<file path="src/rtl/reset_sequencer_pkg.sv">
// Shared definitions for the reset sequencer: FSM state encodings and the
// reset-cause codes exported to firmware.
package reset_sequencer_pkg;

    typedef enum logic [1:0] {
        ST_HOLD  = 2'd0,
        ST_RUN   = 2'd1,
        ST_ARMED = 2'd2
    } state_e;

    localparam logic [1:0] CAUSE_POR    = 2'b00;
    localparam logic [1:0] CAUSE_PLL    = 2'b01;
    localparam logic [1:0] CAUSE_BUTTON = 2'b10;
    localparam logic [1:0] CAUSE_WDT    = 2'b11;

endpackage

</file>
<file path="src/rtl/sync_debounce.sv">
// Two-flop synchroniser followed by a debounce counter; the accepted level
// only changes after DEBOUNCE_CYCLES consecutive differing synced samples.
module sync_debounce #(
    parameter int DEBOUNCE_CYCLES = 50000
) (
    input  logic CLK,
    input  logic reset_in,
    input  logic raw,
    output logic level
);

    localparam int CNT_W = $clog2(DEBOUNCE_CYCLES);
    localparam logic [CNT_W-1:0] CNT_LAST = CNT_W'(DEBOUNCE_CYCLES - 1);
    localparam logic [CNT_W-1:0] CNT_ONE  = CNT_W'(1);
    localparam logic [CNT_W-1:0] CNT_ZERO = CNT_W'(0);

    logic             meta_r;
    logic             sync_r;
    logic             level_r;
    logic [CNT_W-1:0] cnt_r;

    // Two-flop synchroniser; reset_in is active low.
    always_ff @(posedge CLK or negedge reset_in) begin
        if (!reset_in) begin
            meta_r <= 1'b0;
            sync_r <= 1'b0;
        end else begin
            meta_r <= raw;
            sync_r <= meta_r;
        end
    end

    // Debounce: count disagreement cycles, accept the new level at the terminal count.
    always_ff @(posedge CLK or negedge reset_in) begin
        if (!reset_in) begin
            level_r <= 1'b0;
            cnt_r   <= CNT_ZERO;
        end else if (sync_r != level_r) begin
            if (cnt_r == CNT_LAST) begin
                level_r <= ~level_r;
                cnt_r   <= CNT_ZERO;
            end else begin
                cnt_r   <= cnt_r + CNT_ONE;
            end
        end else begin
            cnt_r <= CNT_ZERO;
        end
    end

    assign level = level_r;

endmodule

</file>
<file path="src/rtl/reset_sequencer.sv">
// Core reset sequencer: stretched reset on POR, PLL loss and debounced GRESET,
// plus an optional watchdog source enabled by defining RSTSEQ_WDT_EN.
module reset_sequencer
    import reset_sequencer_pkg::*;
#(
    parameter int DEBOUNCE_CYCLES = 50000,
    parameter int HOLD_CYCLES     = 255,
    parameter int WDT_CYCLES      = 16777216
) (
    input  logic       io_mainClk,
    input  logic       io_asyncResetn,
    input  logic       pll_locked,
    input  logic       greset,
    input  logic       io_wdtEnable,
    input  logic       io_wdtKick,
    output logic       io_coreReset,
    output logic [1:0] io_resetCause,
    output logic       io_resetting
);

    localparam int HOLD_W = $clog2(HOLD_CYCLES);
    localparam logic [HOLD_W-1:0] HOLD_LAST = HOLD_W'(HOLD_CYCLES - 1);
    localparam logic [HOLD_W-1:0] HOLD_ONE  = HOLD_W'(1);
    localparam logic [HOLD_W-1:0] HOLD_ZERO = HOLD_W'(0);

    state_e            state_r;
    logic              core_reset_r;
    logic [1:0]        cause_r;
    logic [HOLD_W-1:0] hold_cnt_r;
    logic              lock_meta_r;
    logic              lock_sync_r;
    logic              btn_db_s;
    logic              wdt_expire_s;

    // Two-flop synchroniser for the PLL lock flag (no debounce on this path).
    always_ff @(posedge io_mainClk or negedge io_asyncResetn) begin
        if (!io_asyncResetn) begin
            lock_meta_r <= 1'b0;
            lock_sync_r <= 1'b0;
        end else begin
            lock_meta_r <= pll_locked;
            lock_sync_r <= lock_meta_r;
        end
    end

    sync_debounce #(
        .DEBOUNCE_CYCLES(DEBOUNCE_CYCLES)
    ) u_btn_debounce (
        .CLK     (io_mainClk),
        .reset_in(io_asyncResetn),
        .raw     (greset),
        .level   (btn_db_s)
    );

`ifdef RSTSEQ_WDT_EN
    localparam int WDT_W = $clog2(WDT_CYCLES);
    localparam logic [WDT_W-1:0] WDT_LAST = WDT_W'(WDT_CYCLES - 1);
    localparam logic [WDT_W-1:0] WDT_ONE  = WDT_W'(1);
    localparam logic [WDT_W-1:0] WDT_ZERO = WDT_W'(0);

    logic [WDT_W-1:0] wdt_cnt_r;

    assign wdt_expire_s = (state_r == ST_RUN) && io_wdtEnable && !io_wdtKick &&
                          (wdt_cnt_r == WDT_LAST);

    // Watchdog counter: runs only in RUN while enabled, cleared by a kick or at expiry.
    always_ff @(posedge io_mainClk or negedge io_asyncResetn) begin
        if (!io_asyncResetn) begin
            wdt_cnt_r <= WDT_ZERO;
        end else if ((state_r != ST_RUN) || !io_wdtEnable || io_wdtKick ||
                     (wdt_cnt_r == WDT_LAST)) begin
            wdt_cnt_r <= WDT_ZERO;
        end else begin
            wdt_cnt_r <= wdt_cnt_r + WDT_ONE;
        end
    end
`else
    logic unused_wdt_s;

    assign wdt_expire_s = 1'b0;
    assign unused_wdt_s = &{1'b0, io_wdtEnable, io_wdtKick, WDT_CYCLES[0]};
`endif

    // Sequencer FSM; core_reset_r is computed from the next state so it is registered with it.
    always_ff @(posedge io_mainClk or negedge io_asyncResetn) begin
        if (!io_asyncResetn) begin
            state_r      <= ST_HOLD;
            core_reset_r <= 1'b1;
            cause_r      <= CAUSE_POR;
            hold_cnt_r   <= HOLD_ZERO;
        end else begin
            case (state_r)
                ST_HOLD: begin
                    if (lock_sync_r && !btn_db_s) begin
                        if (hold_cnt_r == HOLD_LAST) begin
                            state_r      <= ST_RUN;
                            core_reset_r <= 1'b0;
                            hold_cnt_r   <= HOLD_ZERO;
                        end else begin
                            core_reset_r <= 1'b1;
                            hold_cnt_r   <= hold_cnt_r + HOLD_ONE;
                        end
                    end else begin
                        core_reset_r <= 1'b1;
                        hold_cnt_r   <= HOLD_ZERO;
                    end
                end
                ST_RUN: begin
                    hold_cnt_r <= HOLD_ZERO;
                    if (!lock_sync_r) begin
                        state_r      <= ST_HOLD;
                        core_reset_r <= 1'b1;
                        cause_r      <= CAUSE_PLL;
                    end else if (btn_db_s) begin
                        state_r      <= ST_ARMED;
                        core_reset_r <= 1'b1;
                        cause_r      <= CAUSE_BUTTON;
                    end else if (wdt_expire_s) begin
                        state_r      <= ST_HOLD;
                        core_reset_r <= 1'b1;
                        cause_r      <= CAUSE_WDT;
                    end else begin
                        core_reset_r <= 1'b0;
                    end
                end
                ST_ARMED: begin
                    hold_cnt_r   <= HOLD_ZERO;
                    core_reset_r <= 1'b1;
                    if (!lock_sync_r) begin
                        state_r <= ST_HOLD;
                        cause_r <= CAUSE_PLL;
                    end else if (!btn_db_s) begin
                        state_r <= ST_HOLD;
                    end else begin
                        state_r <= ST_ARMED;
                    end
                end
                default: begin
                    state_r      <= ST_HOLD;
                    core_reset_r <= 1'b1;
                    hold_cnt_r   <= HOLD_ZERO;
                end
            endcase
        end
    end

    assign io_coreReset  = core_reset_r;
    assign io_resetting  = core_reset_r;
    assign io_resetCause = cause_r;

endmodule

</file>
<file path="config.mk">
export PLATFORM = sky130hd
export DESIGN_NAME = reset_sequencer
export DESIGN_NICKNAME = d
export VERILOG_FILES = /design/src/rtl/reset_sequencer_pkg.sv /design/src/rtl/sync_debounce.sv /design/src/rtl/reset_sequencer.sv
export SDC_FILE = /design/constraint.sdc
export NUM_CORES = 1
export LEC_CHECK = 0
export ABC_AREA = 1
export CAP_MARGIN = 25
export CELL_PAD_IN_SITES_DETAIL_PLACEMENT = 2
export CELL_PAD_IN_SITES_GLOBAL_PLACEMENT = 2
export CORE_MARGIN = 8
export CORE_UTILIZATION = 38
export DETAILED_ROUTE_END_ITERATION = 6
export PLACE_DENSITY_LB_ADDON = 0.1
export SYNTH_ARGS = -nofsm -noshare
export SYNTH_HDL_FRONTEND = slang
export SYNTH_HIERARCHICAL = 1
export SYNTH_SLANG_ARGS = --single-unit
</file>
<file path="constraint.sdc">
create_clock -name io_mainClk -period 3.9 [get_ports io_mainClk]
set_clock_uncertainty 0.05 [all_clocks]
set_input_delay 1.17 -clock io_mainClk [delete_from_list [all_inputs] [get_ports io_mainClk]]
set_output_delay 1.17 -clock io_mainClk [all_outputs]
set_load 0.005 [all_outputs]
</file>
Word level (Yosys, flattened, before mapping)

Cells that the tools add are included.

Register bits: 34
Latch bits: 0
Memory bits (writable): 0
ROM bits: 0
Bits of input ports: 6
Memories kept: 0

Add/subtract/negate cells: 2
$mul: 0
Divide/modulo/power cells: 0
$lt $le $gt $ge: 0
Eq/ne operators: 9
Shift-type cells: 0
Mux-type cells: 20
Bitwise gates (word level): 1
Reductions and logical operators: 7

Operators by type and width:

| kind                                          | count |
|---|---|
| 2-to-1 mux 16 bit                             | 2 |
| 2-to-1 mux 8 bit                              | 3 |
| adder 16 x 1 -> 16 bit, second input constant | 1 |
| == test 16 bit, second input constant         | 1 |
| 2-to-1 mux 2 bit                              | 8 |
| adder 8 x 1 -> 8 bit, second input constant   | 1 |
| == test 8 bit, second input constant          | 1 |
| != test 2 bit, second input constant          | 3 |
| one-hot mux 2 bit (3 select lines)            | 1 |
| AND reduction 3 bit                           | 2 |
| 2-to-1 mux 1 bit                              | 4 |
| one-hot mux 2 bit (2 select lines)            | 1 |
| != test 3 x 2 -> 1 bit, second input constant | 1 |
| == test 2 x 1 -> 1 bit, second input constant | 1 |
| == test 2 bit, second input constant          | 1 |
| zero test 2 bit                               | 1 |
| one-hot mux 1 bit (2 select lines)            | 1 |
| AND reduction 2 bit                           | 1 |
| nonzero test 2 bit                            | 1 |
| logical AND 1 bit                             | 1 |
| zero test 1 bit                               | 1 |
| != test 1 bit                                 | 1 |
| NOT 1 bit                                     | 1 |

Depth between registers and ports, before layout

Gate-level depths: netlist of run 1.

Word-level depth: 4
Depth in mapped cells: 7
Mapped depth without buffers: 7

Hierarchy

The synthesis of run 1 kept the hierarchy.

Modules (own cells, without submodules):

| module          | instances | cells an instance | area an instance (um^2) | sequential area each (um^2) |
|---|---|---|---|---|
| sync_debounce   | 1         | 132               | 1036.0                  | 475.5 |
| reset_sequencer | 1         | 81                | 708.2                   | 376.6 |

Worst setup path after synthesis of run 1

OpenSTA, ideal clock, no wires.

Path type: register -> output
From: register core_reset_r (netlist: io_coreReset)
To: output io_resetting
Arrival time: 0.611 ns
Setup slack: 2.069 ns
Cell stages (with the launch flop): 2
Path buffers: 1
Path through: dfstp_2 buf_4

RTL lines:

| element                | line                   | text |
|---|---|---|
| from (decl)            | reset_sequencer.sv:27  | `logic core_reset_r;` |
| from (signal assigned) | reset_sequencer.sv:88  | `core_reset_r <= 1'b1;` |
| from (signal assigned) | reset_sequencer.sv:97  | `core_reset_r <= 1'b0;` |
| from (signal assigned) | reset_sequencer.sv:100 | `core_reset_r <= 1'b1;` |
| to (decl)              | reset_sequencer.sv:18  | `output logic io_resetting` |

No word-level cell between the ends.

Final worst setup path of run 1

From: register core_reset_r (netlist: io_coreReset)
To: output io_resetting

No word-level cell between the ends.

==> results of run 1 <==
[cells in the final DEF (no fill, tap or decap), drive strengths merged]
master         count
a211oi             1
a21o               1
a21oi              5
a31oi              1
buf                1
clkbuf             6
clkdlybuf4s50      7
clkinv             1
clkinvlp           1
dfrtp             33
dfstp              1
ha                 3
inv               29
nand2             51
nand3             18
nand4              6
nor2              48
nor3               2
nor3b              1
o21ai              2
o21bai             2
xnor2              2
xor2               6
[routing by layer]
metal	vias up	global-route usage (%)	routed length (um)
li1	694	-	-
met1	737	15.9	1980
met2	10	25.2	2530
met3	5	3.32	91
met4	0	5.34	37
met5	-	0	0
[power groups by stage]
stage | Sequential (mW) | Combinational (mW) | Clock (mW)
after detailed placement | 0.374 | 0.0333 | 0
after floorplan | 0.372 | 0.0165 | 0
after CTS | 0.368 | 0.0340 | 0.290
final | 0.368 | 0.0330 | 0.280
after global routing | 0.369 | 0.0376 | 0.306
after global placement | 0.373 | 0.0310 | 0
[Yosys cell counts (2+ instances only)]
library cell   n  area share (%)
nand2_1       46             9.9
nor2_1        44             9.5
dfrtp_1       33              47
inv_1         26             5.6
nand3_1       16             4.6
nand4_1        6             2.2
xor2_1         5             2.5
nand2_2        4             1.4
a21oi_1        3            0.86
ha_1           3             2.2
inv_2          3            0.65
nor2_2         3             1.1
a21oi_2        2             1.0
nand3_2        2             1.1
o21ai_0        2            0.57
o21bai_1       2            0.86
xnor2_1        2             1.0
[area by class of cell]
class / instances / share of cell area [%]
clock inverter: 2 / 0.634
timing repair buffer: 8 / 3.93
clock buffer: 6 / 4.18
inverter: 29 / 5.51
multi-input combinational: 149 / 39.3
sequential: 34 / 43.2
tap: 52 / 3.30
[worst paths after layout]
| path | from | endpoint | cells past startpoint |
|---|---|---|---|
| hold / removal | u_btn_debounce/meta_r | u_btn_debounce/sync_r | 0 |
| hold reg to reg | u_btn_debounce/meta_r | u_btn_debounce/sync_r | 0 |
| setup reg to reg | u_btn_debounce/cnt_r[0] | u_btn_debounce/cnt_r[14] | 6 |
| min in group asynchronous | io_asyncResetn | u_btn_debounce/cnt_r[11] | 2 |
| setup / recovery | io_coreReset | io_resetting | 1 |
| max in group asynchronous | io_asyncResetn | io_coreReset | 2 |
[cells by family after synthesis]
kind of cell / after synthesis / synth area share [%]
xor gates and xnor gates: 8 / 4.45
AOI/OAI and AO/OA: 12 / 4.59
and+or+nand+nor: 126 / 33.3
buffers and inverters: 30 / 6.67
DFF: 34 / 48.9
adders and majority gates: 3 / 2.15
[flip-flops by register name, summed over array words and instances (netlist names)]
name	flops
u_btn_debounce/level	1
state_r	2
lock_meta_r	1
io_coreReset	1
u_btn_debounce/sync_r	1
u_btn_debounce/cnt_r	16
u_btn_debounce/meta_r	1
hold_cnt_r	8
io_resetCause	2
lock_sync_r	1
==> flow_summary.json, run 1 <==
{
  "fp.dieH_um": 83.8,
  "power.density_nw_per_um2": 345,
  "vias_per_cell": 5.16,
  "critPathBufInv": 1,
  "cp_top_family": "flip-flops",
  "path_cells": "clkdlybuf4s50_1",
  "ctsRootBufferMaster": "clkbuf_8",
  "dp.cells": 272,
  "r2r_slack_ps": 2300,
  "switching_share_pct": 24.7,
  "cts.clk_slew.worst_paths_ps": 70,
  "tightest_slew_ps": 451,
  "ys_seq_area_share_pct": 48.9,
  "max_slew_margin_pct": 69.9,
  "die_w_um": 83.8,
  "stdcell_count": 280,
  "fin_crit_ps": 2540,
  "ctsHoldBuffers": 0,
  "netlist_area_um2": 1740,
  "insertion_delay_ps": 290,
  "post-route-period-util_pct": 65.2,
  "place_hpwl_um": 3400,
  "drive_gt1_share_pct": 13.6,
  "cp_data_arrival_time_ps": 1320,
  "drt_iter0_drc": 32,
  "synth_cells": 213,
  "grt_pass1_vias": 1645,
  "crit_type": "flip-flop to output pin",
  "cp_slowest_cell": "dfstp_2",
  "num_rows": 24,
  "overflow": 0,
  "fmax_ghz": 0.393,
  "p_leak_nw": 0.935,
  "drc_errors": 0,
  "wl_per_cell_um": 16.6,
  "hold_viol": 0,
  "clkSinkCount": 34,
  "ctsResizeCount": 0,
  "fin_util_pct": 45.0,
  "synth_edf_count": 0,
  "die_area_um2": 7010,
  "hold_ws_ps": 306,
  "routed_wl_um": 4640,
  "seq_power_share_pct": 54.0,
  "nNetsFinal": 236,
  "routed-via-count": 1446,
  "pwr-share-clk_pct": 41.1,
  "p_int_mw": 0.513,
  "crit_fanout": 2,
  "place_ws_ps": 1670,
  "ys_types": 28,
  "slowest_delay_ps": 540,
  "cts_tree": "yes",
  "rsz0062_at_grt": "no",
  "dr.pass1.iters": 4,
  "power_frac_comb_pct": 4.8,
  "worst_slack_ps": 1360,
  "io_buffers": 7,
  "syn_area_per_cell_um2": 8.19,
  "worstHoldPathType": "flip-flop to flip-flop",
  "io_pins": 10,
  "place_congestion": 0.811,
  "syn_nets": 222,
  "grt_start_max_net_pins": 35,
  "multi_input_area_um2": 776,
  "required_ps": 2680,
  "drt.antenna.violating_nets": 0,
  "async_reset_ff_share_pct": 100,
  "clock_path_buffers": 2,
  "nFillCells": 505,
  "synthFlopType": "dfrtp_1",
  "placed_area_um2": 1880,
  "ys_seq_elements": 34,
  "seq_area_um2": 852,
  "power_mw": 0.680,
  "vdd_drop_max_v": 0.000154,
  "end_kind": "output pin",
  "postCtsSetupBuffers": 0,
  "syn2layout_area_growth_pct": 13.2,
  "grt_pass1_wl_um": 8100,
  "final_cell_area_um2": 1970,
  "antenna_found_initial": 0,
  "slew_violations": 0,
  "grt_util_all_layers_pct": 14.2,
  "startpoint_type": "flip-flop",
  "maxCapViolCount": 0,
  "yosys_warnings": 6,
  "initial_core_util_pct": 39.8,
  "cts_buffers": 5,
  "p_switching_mw": 0.168,
  "diodes": 0,
  "status": "finished, final reports clean",
  "tns_ps": 0,
  "cts_max_level": 2,
  "core_um2": 4380,
  "finalSetupViolCount": 0
}
(Power assumes the default switching activity.)
==> run 2: changes to the inputs <==
--- a/config.mk
+++ b/config.mk
@@ -10,7 +10,7 @@
 export CELL_PAD_IN_SITES_DETAIL_PLACEMENT = 2
 export CELL_PAD_IN_SITES_GLOBAL_PLACEMENT = 2
 export CORE_MARGIN = 8
-export CORE_UTILIZATION = 38
+export CORE_UTILIZATION = 32
 export DETAILED_ROUTE_END_ITERATION = 6
 export PLACE_DENSITY_LB_ADDON = 0.1
 export SYNTH_ARGS = -nofsm -noshare
==> constraint.sdc (replaced) <==
create_clock -name io_mainClk -period 2.3 [get_ports io_mainClk]
set_clock_uncertainty 0.05 [all_clocks]
set_input_delay 0.69 -clock io_mainClk [delete_from_list [all_inputs] [get_ports io_mainClk]]
set_output_delay 0.69 -clock io_mainClk [all_outputs]
set_load 0.005 [all_outputs]
==> flow_summary.json, run 2 (synthesis gave the netlist of run 1 again) <==
{
  "status": "finished, final reports clean",
  "critPathBufInv": 1,
  "dp.cells": 292,
  "largest_reg_flops": 16,
  "ctsRootBufferMaster": "clkbuf_8",
  "core_um2": 5370,
  "drc_errors": 0,
  "final_cell_area_um2": 2000,
  "clock_path_buffers": 2,
  "vdd_drop_max_v": 0.000307,
  "hold_viol": 0,
  "worstHoldPathType": "flip-flop to flip-flop",
  "num_rows": 27,
  "worst_slack_ps": 247,
  "path_cells": "clkdlybuf4s50_1",
  "reg2reg_from": "u_btn_debounce/cnt_r[0]",
  "cts_max_level": 2,
  "grt_util_all_layers_pct": 11.9,
  "postCtsSetupBuffers": 0,
  "insertion_delay_ps": 290,
  "max_slew_margin_pct": 70.1,
  "fmax_ghz": 0.487,
  "maxCapViolCount": 0,
  "tns_ps": 0,
  "startpoint_type": "flip-flop",
  "rsz0062_at_grt": "no",
  "drt_iter0_drc": 37,
  "end_kind": "output pin",
  "grt_start_max_net_pins": 35,
  "wl_per_cell_um": 14.5,
  "vias_per_cell": 4.70,
  "cp_top_family": "flip-flops",
  "routed-via-count": 1409,
  "slew_violations": 0,
  "reg_top3": "u_btn_debounce/cnt_r: 16 flops, hold_cnt_r: 8 flops",
  "ctsHoldBuffers": 0,
  "ctsResizeCount": 0,
  "tightest_slew_ps": 448,
  "cts.clk_slew.worst_paths_ps": 60,
  "io_buffers": 7,
  "overflow": 0,
  "place_ws_ps": 542,
  "syn2layout_area_growth_pct": 14.4,
  "grt_pass1_wl_um": 7810,
  "min_from": "u_btn_debounce/meta_r",
  "multi_input_area_um2": 776,
  "diodes": 0,
  "drive_gt1_share_pct": 13.2,
  "startpoint": "io_coreReset",
  "initial_core_util_pct": 32.5,
  "routed_wl_um": 4350,
  "cp_slowest_cell": "dfstp_2",
  "placed_area_um2": 1900,
  "post-route-period-util_pct": 89.3,
  "final_cell_mix": "nand2_1 (46), nor2_1 (44), dfrtp_1 (33), inv_1 (26), nand3_1 (16)",
  "p_leak_nw": 0.936,
  "fp.dieH_um": 89.8,
  "cts_tree": "yes",
  "die_area_um2": 8070,
  "slowest_delay_ps": 530,
  "nNetsFinal": 236,
  "nFillCells": 609,
  "cp_data_arrival_time_ps": 1310,
  "place_hpwl_um": 3310,
  "clkSinkCount": 34,
  "fin_crit_ps": 2050,
  "crit_type": "flip-flop to output pin",
  "drt.antenna.violating_nets": 0,
  "dr.pass1.iters": 4,
  "finalSetupViolCount": 0,
  "stdcell_count": 300,
  "power.density_nw_per_um2": 567,
  "die_w_um": 89.8,
  "place_congestion": 0.793,
  "seq_area_um2": 852,
  "required_ps": 1560,
  "io_pins": 10,
  "cts_buffers": 5,
  "grt_pass1_vias": 1692,
  "crit_fanout": 2,
  "antenna_found_initial": 0,
  "top_register": "u_btn_debounce/cnt_r",
  "final_common_cell": "nand2_1"
}
run 2: cell count changes in the layout (fill, tap and decap cells not counted):
cell	before	now
clkbuf_1	0	1
clkinvlp_4	1	0
run 2: layer usage:
metal  GRT usage (%)  vias up  routed length [um]
met5               0        -                   0
met4            5.36        0                  73
met2            22.6       13                2430
met1            12.0      701                1740
li1                -      687                   -
met3            2.49        8                 118
run 2: final timing paths:
path / end / cells past startpoint / slack [ps]
min: u_btn_debounce/sync_r / 0 / 310
min reg2reg: u_btn_debounce/sync_r / 0 / 310
max in group asynchronous: io_coreReset / 2 / 1070
min in group asynchronous: u_btn_debounce/cnt_r[10] / 2 / 770
max reg2reg: u_btn_debounce/level / 6 / 780
max: io_resetting / 1 / 250
run 2: per-stage QoR:
| stage | util, % | power, mW | hold slack (ps) |
|---|---|---|---|
| 6_report | 37.2 | 1.13 | 308 |
| 5_1_grt | 37.2 | 1.19 | 320 |
| 4_1_cts | 37.2 | 1.16 | 308 |
| 3_5_place_dp | 35.5 | 0.692 | 289 |
| 3_3_place_gp | 35.5 | 0.686 | 285 |
| 2_1_floorplan | - | 0.659 | 281 |
run 2: area by class of cell:
type	instances	area share (%)
tap	72	4.51
timing repair buffer	8	3.89
multi-input combinational	149	38.9
inverter	29	5.45
sequential	34	42.7
clock buffer	7	4.33
clock inverter	1	0.251
run 2: power breakdown:
part	leakage [nW]	switching [mW]	internal (mW)	total, mW
Clock	0.0482	0.214	0.241	0.455
Sequential	0.457	0.0135	0.610	0.623
Combinational	0.431	0.0355	0.0186	0.0541
